`src/rtl/microc_pkg.sv`:
```
// Shared definitions for the microc sequencing control: opcodes, ALU codes,
// run-control states and the control word passed from decoder to FSM.
package microc_pkg;

    localparam logic [5:0] OP_NOP  = 6'b000000;
    localparam logic [5:0] OP_LI   = 6'b000100;  // matches 0001xx
    localparam logic [5:0] OP_J    = 6'b010000;
    localparam logic [5:0] OP_JZ   = 6'b010001;
    localparam logic [5:0] OP_JNZ  = 6'b010010;
    localparam logic [5:0] OP_JR   = 6'b010011;
    localparam logic [5:0] OP_IN   = 6'b011000;
    localparam logic [5:0] OP_HALT = 6'b011111;

    typedef logic [2:0] alu_op_t;

    localparam alu_op_t ALU_ADD = 3'b000;
    localparam alu_op_t ALU_SUB = 3'b001;
    localparam alu_op_t ALU_AND = 3'b010;
    localparam alu_op_t ALU_OR  = 3'b011;

    typedef enum logic [1:0] {
        S_IDLE   = 2'd0,
        S_RUN    = 2'd1,
        S_IOWAIT = 2'd2,
        S_HALT   = 2'd3
    } state_t;

    typedef struct packed {
        logic    s_inc;
        logic    s_abs;
        logic    s_inm;
        logic    s_io;
        logic    we3;
        logic    wez;
        alu_op_t op;
        logic    pc_en;
        logic    io_req;
    } ctrl_t;

    localparam ctrl_t CTRL_OFF = '0;

endpackage

```
`src/rtl/microc_decoder.sv`:
```
// Pure combinational instruction decode: opcode and Z flag to a control word,
// plus flags telling the run-control FSM that an IN or HALT was seen.
module microc_decoder
    import microc_pkg::*;
(
    input  logic [5:0] opcode,
    input  logic       z,
    output ctrl_t      ctrl,
    output logic       is_in,
    output logic       is_halt
);

    always_comb begin
        // NOTE: every output gets a default before any branch, so no path can infer a latch.
        ctrl    = CTRL_OFF;
        is_in   = 1'b0;
        is_halt = 1'b0;

        if (opcode[5]) begin
            ctrl.op    = opcode[4:2];
            ctrl.we3   = 1'b1;
            ctrl.wez   = 1'b1;
            ctrl.s_inc = 1'b1;
            ctrl.pc_en = 1'b1;
        end else if (opcode[5:2] == OP_LI[5:2]) begin
            ctrl.s_inm = 1'b1;
            ctrl.we3   = 1'b1;
            ctrl.s_inc = 1'b1;
            ctrl.pc_en = 1'b1;
        end else begin
            case (opcode)
                OP_J: begin
                    ctrl.s_abs = 1'b1;
                    ctrl.pc_en = 1'b1;
                end
                OP_JZ: begin
                    ctrl.s_abs = z;
                    ctrl.s_inc = ~z;
                    ctrl.pc_en = 1'b1;
                end
                OP_JNZ: begin
                    ctrl.s_abs = ~z;
                    ctrl.s_inc = z;
                    ctrl.pc_en = 1'b1;
                end
                OP_JR: begin
                    ctrl.pc_en = 1'b1;
                end
                OP_IN: begin
                    ctrl.io_req = 1'b1;
                    is_in       = 1'b1;
                end
                OP_HALT: begin
                    is_halt = 1'b1;
                end
                // NOP and every illegal opcode just step the PC
                default: begin
                    ctrl.s_inc = 1'b1;
                    ctrl.pc_en = 1'b1;
                end
            endcase
        end
    end

endmodule

```
`src/rtl/microc_ctrl.sv`:
```
// Run-control FSM for microc: gates the decoded control word by state, handles
// stall, HALT, and the IN req/ack handshake with a bounded wait.
module microc_ctrl
    import microc_pkg::*;
#(
    parameter int IO_TIMEOUT = 16,
    parameter int CNT_W      = 8
) (
    input  logic       clk,
    input  logic       reset,
    input  logic       start,
    input  logic       stall,
    input  logic [5:0] opcode,
    input  logic       z,
    input  logic       io_ack,
    output logic       s_inc,
    output logic       s_abs,
    output logic       s_inm,
    output logic       s_io,
    output logic       we3,
    output logic       wez,
    output logic [2:0] op,
    output logic       pc_en,
    output logic       io_req,
    output logic       halted,
    output logic       io_err
);

    localparam logic [CNT_W-1:0] CNT_LAST = CNT_W'(IO_TIMEOUT - 1);

    state_t           state, state_next;
    logic [CNT_W-1:0] cnt, cnt_next;
    logic             io_err_set;
    ctrl_t            dec, ctrl;
    logic             dec_in, dec_halt;

    microc_decoder u_decoder (
        .opcode  (opcode),
        .z       (z),
        .ctrl    (dec),
        .is_in   (dec_in),
        .is_halt (dec_halt)
    );

    // NOTE: state registers use non-blocking assignments; combinational blocks use blocking.
    always_ff @(posedge clk) begin
        if (!reset) begin
            state  <= S_IDLE;
            cnt    <= '0;
            io_err <= 1'b0;
        end else begin
            state <= state_next;
            cnt   <= cnt_next;
            if (io_err_set) io_err <= 1'b1;
        end
    end

    always_comb begin
        ctrl       = CTRL_OFF;
        state_next = state;
        cnt_next   = cnt;
        io_err_set = 1'b0;

        case (state)
            S_IDLE: begin
                if (start) state_next = S_RUN;
            end
            S_RUN: begin
                // a stalled cycle issues nothing, so a stalled IN/HALT is simply retried
                if (!stall) begin
                    ctrl = dec;
                    if (dec_in) begin
                        state_next = S_IOWAIT;
                        cnt_next   = '0;
                    end else if (dec_halt) begin
                        state_next = S_HALT;
                    end
                end
            end
            S_IOWAIT: begin
                ctrl.io_req = 1'b1;
                if (io_ack) begin
                    ctrl.we3   = 1'b1;
                    ctrl.s_io  = 1'b1;
                    ctrl.s_inc = 1'b1;
                    ctrl.pc_en = 1'b1;
                    state_next = S_RUN;
                end else if (cnt == CNT_LAST) begin
                    // abandon the IN: skip past it without writing the register file
                    ctrl.s_inc = 1'b1;
                    ctrl.pc_en = 1'b1;
                    io_err_set = 1'b1;
                    state_next = S_RUN;
                end else begin
                    cnt_next = cnt + 1'b1;
                end
            end
            S_HALT: begin
            end
            default: state_next = S_IDLE;
        endcase
    end

    assign s_inc  = ctrl.s_inc;
    assign s_abs  = ctrl.s_abs;
    assign s_inm  = ctrl.s_inm;
    assign s_io   = ctrl.s_io;
    assign we3    = ctrl.we3;
    assign wez    = ctrl.wez;
    assign op     = ctrl.op;
    assign pc_en  = ctrl.pc_en;
    assign io_req = ctrl.io_req;
    assign halted = (state == S_HALT);

endmodule

```
`config.mk`:
```
export PLATFORM = sky130hd
export DESIGN_NAME = microc_ctrl
export DESIGN_NICKNAME = d
export VERILOG_FILES = /design/src/rtl/microc_pkg.sv /design/src/rtl/microc_decoder.sv /design/src/rtl/microc_ctrl.sv
export SDC_FILE = /design/constraint.sdc
export NUM_CORES = 1
export LEC_CHECK = 0
export CORE_ASPECT_RATIO = 1.25
export CORE_UTILIZATION = 47
export DETAILED_ROUTE_END_ITERATION = 12
export PLACE_DENSITY = 0.87
export SYNTH_ARGS = -nofsm -noshare
export SYNTH_HDL_FRONTEND = slang
export SYNTH_SLANG_ARGS = --single-unit
```
`constraint.sdc`:
```
create_clock -name clk -period 2.3 [get_ports clk]
set_input_delay 0.46 -clock clk [delete_from_list [all_inputs] [get_ports clk]]
set_output_delay 0.46 -clock clk [all_outputs]
set_load 0.05 [all_outputs]
```
; Yosys cells after proc, flatten, opt, wreduce, memory -nomap -nowiden
; Index checks and enable logic that the tools add are counted.
; W data, S select, Z words.
[word_totals]
output_inout_bits = 13
in_bits = 12
word_cells = 71
reg_bits = 11
[op_classes]
bitwise = 1
n_eq_ne = 18
add_sub_neg = 1
muxes = 41
n_reduce_logical = 7
[ops]
columns = cell, n
row1 = $eq A6 B5 Y1 const B, 6
row2 = $mux W8, 4
row3 = $mux W1, 18
row4 = $mux W2, 9
row5 = $pmux W8 S2, 1
row6 = $mux W11, 1
row7 = $ne A2 B2 Y1 const B, 5
row8 = $reduce_and A5 Y1, 2
row9 = $add A8 B1 Y8 const B, 1
row10 = $eq A8 B4 Y1 const B, 1
row11 = $mux W4, 2
row12 = $pmux W2 S2, 2
row13 = $ne A3 B3 Y1 const B, 2
row14 = $pmux W1 S3, 2
row15 = $pmux W2 S3, 1
row16 = $eq A2 B2 Y1 const B, 2
row17 = $eq A4 B1 Y1 const B, 1
row18 = $reduce_or A4 Y1, 1
row19 = $reduce_bool A3 Y1, 1
row20 = $eq A2 B1 Y1 const B, 1
row21 = $logic_not A2 Y1, 1
row22 = $pmux W1 S2, 1
row23 = $reduce_bool A2 Y1, 1
row24 = $reduce_or A2 Y1, 1
row25 = $not A1 Y1, 1

; Longest topological paths before layout
[logic_depth]
word_depth = 8
mapped_depth = 7
mapped_depth_nobuf = 6

; By module
; Synthesis repeated with hierarchy kept, for this count alone.
[unflattened]
hier_cells = 124
hier_area_um2 = 980.9
[modules_own_cells]
columns = mod, n_inst, cells_per_inst, area_per_inst_um2, seq_area_each_um2
row1 = microc_ctrl, 1, 99, 808.3, 220.2
row2 = microc_decoder, 1, 25, 172.7, 0.0

; Least setup slack after synthesis
; No wires, ideal clock.
[synth_timing]
kind = register to output
startpoint = register state[1]
endpoint = output port s_inm
stages_incl_launch_ff = 5
slack_ps = -404
arrival_time_ps = 2244
n_path_buf = 0
t_required_ps = 1840
path_cell_list = dfxtp_1 inv_1 ha_1 nand2b_1 nor4_1
[synth_between]
elab_chain_len = 2
[synth_lines]
columns = item, line
row1 = "start, declared", microc_ctrl.sv:31  ; state_t state, state_next;
row2 = "start signal, assigned", microc_ctrl.sv:52  ; state <= state_next;
row3 = $eq A2 B1 Y1, microc_ctrl.sv:64  ; case (state)
row4 = $mux W2, microc_ctrl.sv:64
row5 = "end, declared", microc_ctrl.sv:18  ; output logic s_inm,
; No other way between the ends.

; Worst setup path after layout
[layout_timing]
startpoint = input port z
endpoint = output port s_inc
[layout_between]
elab_chain_len = 6
[layout_lines]
columns = item, line
row1 = "start, declared", microc_ctrl.sv:14  ; input logic z,
row2 = $not A1 Y1, microc_decoder.sv:38  ; ctrl.s_inc = ~z;
row3 = $pmux W1 S3 *, microc_decoder.sv:31  ; case (opcode)
row4 = $mux W1 *, microc_decoder.sv:25  ; end else if (opcode[5:2] == OP_LI[5:2]) begin
row5 = $mux W1 *, microc_decoder.sv:19  ; if (opcode[5]) begin
row6 = $mux W11 *, microc_ctrl.sv:70  ; if (!stall) begin
row7 = $pmux W1 S2 *, microc_ctrl.sv:64
row8 = "end, declared", microc_ctrl.sv:16  ; output logic s_inc,
; Mark *: on every way between the ends. The rest lies on a longest branch, timed or not.

==> results.cfg <==
[critical_path]
critical_path.slowest_cell = clkdlybuf4s50_1
worstReg2RegEnd = cnt[3]
end_kind = primary output
required_ns = 1.84
reg2reg_depth = 7
path_cells = clkdlybuf4s50_1, or3b_4, o2111ai_2, a211oi_2, nor2_2, buf_12
crit_end = s_inc
critPathLaunch = z
regToRegSetupSlack_ns = 0.25
cp-start-kind = input port
path_class = in2out
crit_path_max_fanout = 3
critPathMaxStageDelay_ns = 0.45
rr_startpoint = state[0]
arrival_ns = 1.81

[run_status]
status = finished, final reports clean

[synth]
synth_area_leaders = dfxtp_1, ha_1, nand3_1
yosys_most_used_dff = dfxtp_1
yosysSeqAreaShare_pct = 23.56
yosysWarnings = 0
yosys.area.top_type = dfxtp_1
avgSynthCellArea_um2 = 8.420
synth_seq_cells = 11
synth_edf_count = 0
synth_top_area_share_pct = 23.56
ys_types = 42
synth_fp_nets = 129
syn-cell-area_um2 = 934.6
synth_cells = 111
async_reset_ff_share_pct = 0

[clocking]
clk_latency_ns = 0.27
clkSinkCount = 11
cts_tree = done
cts_buffer_depth = 2
path_clk_slew_ns = 0.07
cts_root_buf = clkbuf_4
htreeDepth = 1
cts_inserted_buffers = 3

[timing]
setup_tns_ns = 0
setup_violations = 0
worst_slew_pin_slew_ns = 0.7254
maxSlewViolCount = 0
finalCritPeriodShare_pct = 98.63
finalHoldViolCount = 0
min_period_ns = 2.268
max_freq_ghz = 0.4408
holdWs_ns = 0.4968
layout_setup_ws_ns = 0.03154
clock_skew_ns = 0.003357
maxSlewHeadroom_pct = 51.42
grt_setup_unrepaired = true

[routing]
dr_wl_met2_um = 1595
antenna_left = 0
wl_met1_um = 1050
vias = 1067
drcViolationCount = 0
drt-pass1-iter-count = 4
wire_per_inst_um = 16.98
wl_met3_um = 180
dr.first_iter.drc_count = 17
wl_um = 2920
avgViaCountPerCell = 6.203
routed.top_layer = met4

[final_layout]
fin_nets = 172
final_cell_mix = buf_4, buf_12, dfxtp_1
diodes = 0
drive_above_1_share_pct = 33.99
fillCellCount = 97
multi_input_area_um2 = 737.0
regArea_um2 = 222.7
area_growth_pct = 60.64
final_common_cell = buf_4

[global_route]
grt_pass1_wl_um = 4836
antenna_found_initial = 0
grt_max_degree = 12
grt_pass1_vias = 1108
overflow = 0
track_usage_pct = 29.03

[floorplanning]
die_w_um = 41.89
die_area_um2 = 2172
rows = 17
initial_core_util_pct = 51.70
die_y_um = 51.86
io_pins = 25
core_region_area_um2 = 1808

[placement]
io_buffers = 24
preCtsSetupSlack_ns = -0.2063
dp_hpwl_um = 2241
gp_congestion = 0.8161

[pwr]
vdd_drop_max_uv = 199.3
combPwrFrac_pct = 32.3
p_seq_share_pct = 40.4
p_int_uw = 336.7
power.switching_uw = 155.7
swShare_pct = 31.63
powerDensity_nw_per_um2 = 328.0
clkPwrFrac_pct = 27.3
leakage_nw = 0.5997

[worst_hold_path]
hp-class = reg2reg

[run]
maxCapViolCount = 0
## cell usage after synthesis, types with 3 or more instances
| cell | count |
|---|---|
| dfxtp_1 | 11 |
| inv_1 | 7 |
| nand3_1 | 7 |
| ha_1 | 6 |
| a21oi_1 | 5 |
| and3_1 | 5 |
| nand2_1 | 5 |
| nor2_1 | 5 |
| nand2b_1 | 4 |
| o21ai_0 | 4 |
| a21boi_1 | 3 |
| mux2i_1 | 3 |
| nor2b_1 | 3 |
| o21a_1 | 3 |
## area by class of cell
class                   count  share of cell area, %
repair buffers             41                  31.00
multi-input cells          90                  49.08
well taps                  19                  1.583
clock buffers               4                  1.750
flip-flops and latches     11                  14.83
inverters                   7                  1.750
## worst max-delay path: cells and delay by family
| kind | cells | cell delay, ns |
|---|---|---|
| AO/OA/AOI/OAI | 2 | 0.22 |
| AND/OR/NAND/NOR | 2 | 0.53 |
| buffers and inverters | 2 | 0.60 |
## worst min path at each step
| stage | startpoint | end | cells after the start |
|---|---|---|---|
| CTS | cnt[7] | cnt[7] | 2 |
| detailed placement | io_err | io_err | 2 |
| global placement | io_err | io_err | 2 |
| floorplan | cnt[7] | cnt[7] | 2 |
| global route | cnt[7] | cnt[7] | 2 |
| finish | io_err | io_err | 2 |
## flip-flops by register name (all words and copies together) (netlist names)
name / cells
io_err: 1
cnt: 8
state: 2
## power by group through the flow
stage / combinational, mW / sequential [mW] / clock (mW)
6_report: 0.159 / 0.199 / 0.134
5_1_grt: 0.169 / 0.200 / 0.141
4_1_cts: 0.152 / 0.198 / 0.132
3_5_place_dp: 0.149 / 0.202 / 0
3_3_place_gp: 0.142 / 0.201 / 0
2_1_floorplan: 0.0721 / 0.200 / 0
## metal layers
layer  vias to the layer above  track usage [%]
met5                         -                0
met4                         0            15.05
met3                        11            6.250
met2                        49            57.81
met1                       503            27.18
li1                        504                -
## kinds of logic after synthesis
group / after synthesis / synth area share [%]
flip-flops: 11 / 23.56
buffers and inverters: 10 / 5.756
AO/OA/AOI/OAI: 29 / 22.49
multiplexers: 3 / 3.213
adder cells (fa/ha/maj): 6 / 8.032
AND/OR/NAND/NOR: 52 / 36.95
## metrics by stage
| stage | area (µm²) | util [%] | cells | power, mW |
|---|---|---|---|---|
| after floorplan | 950.9 | - | 111 | 0.2724 |
| after global placement | 1413 | 78.13 | 168 | 0.3431 |
| after detailed placement | 1413 | 78.13 | 168 | 0.3510 |
| after CTS | 1464 | 80.97 | 172 | 0.4826 |
| after global routing | 1501 | 83.05 | 172 | 0.5096 |
| final | 1501 | 83.05 | 172 | 0.4924 |
## timing repair
| item | CTS | global route |
|---|---|---|
| resized for setup | 11 | 9 |
| buffers inserted | 0 | 0 |
| pin swaps | 3 | 4 |
| gates cloned | 0 | 0 |
| endpoints found under the setup margin | 4 | 10 |
| hold buffers | 0 | 0 |
(Power assumes the default switching activity.)
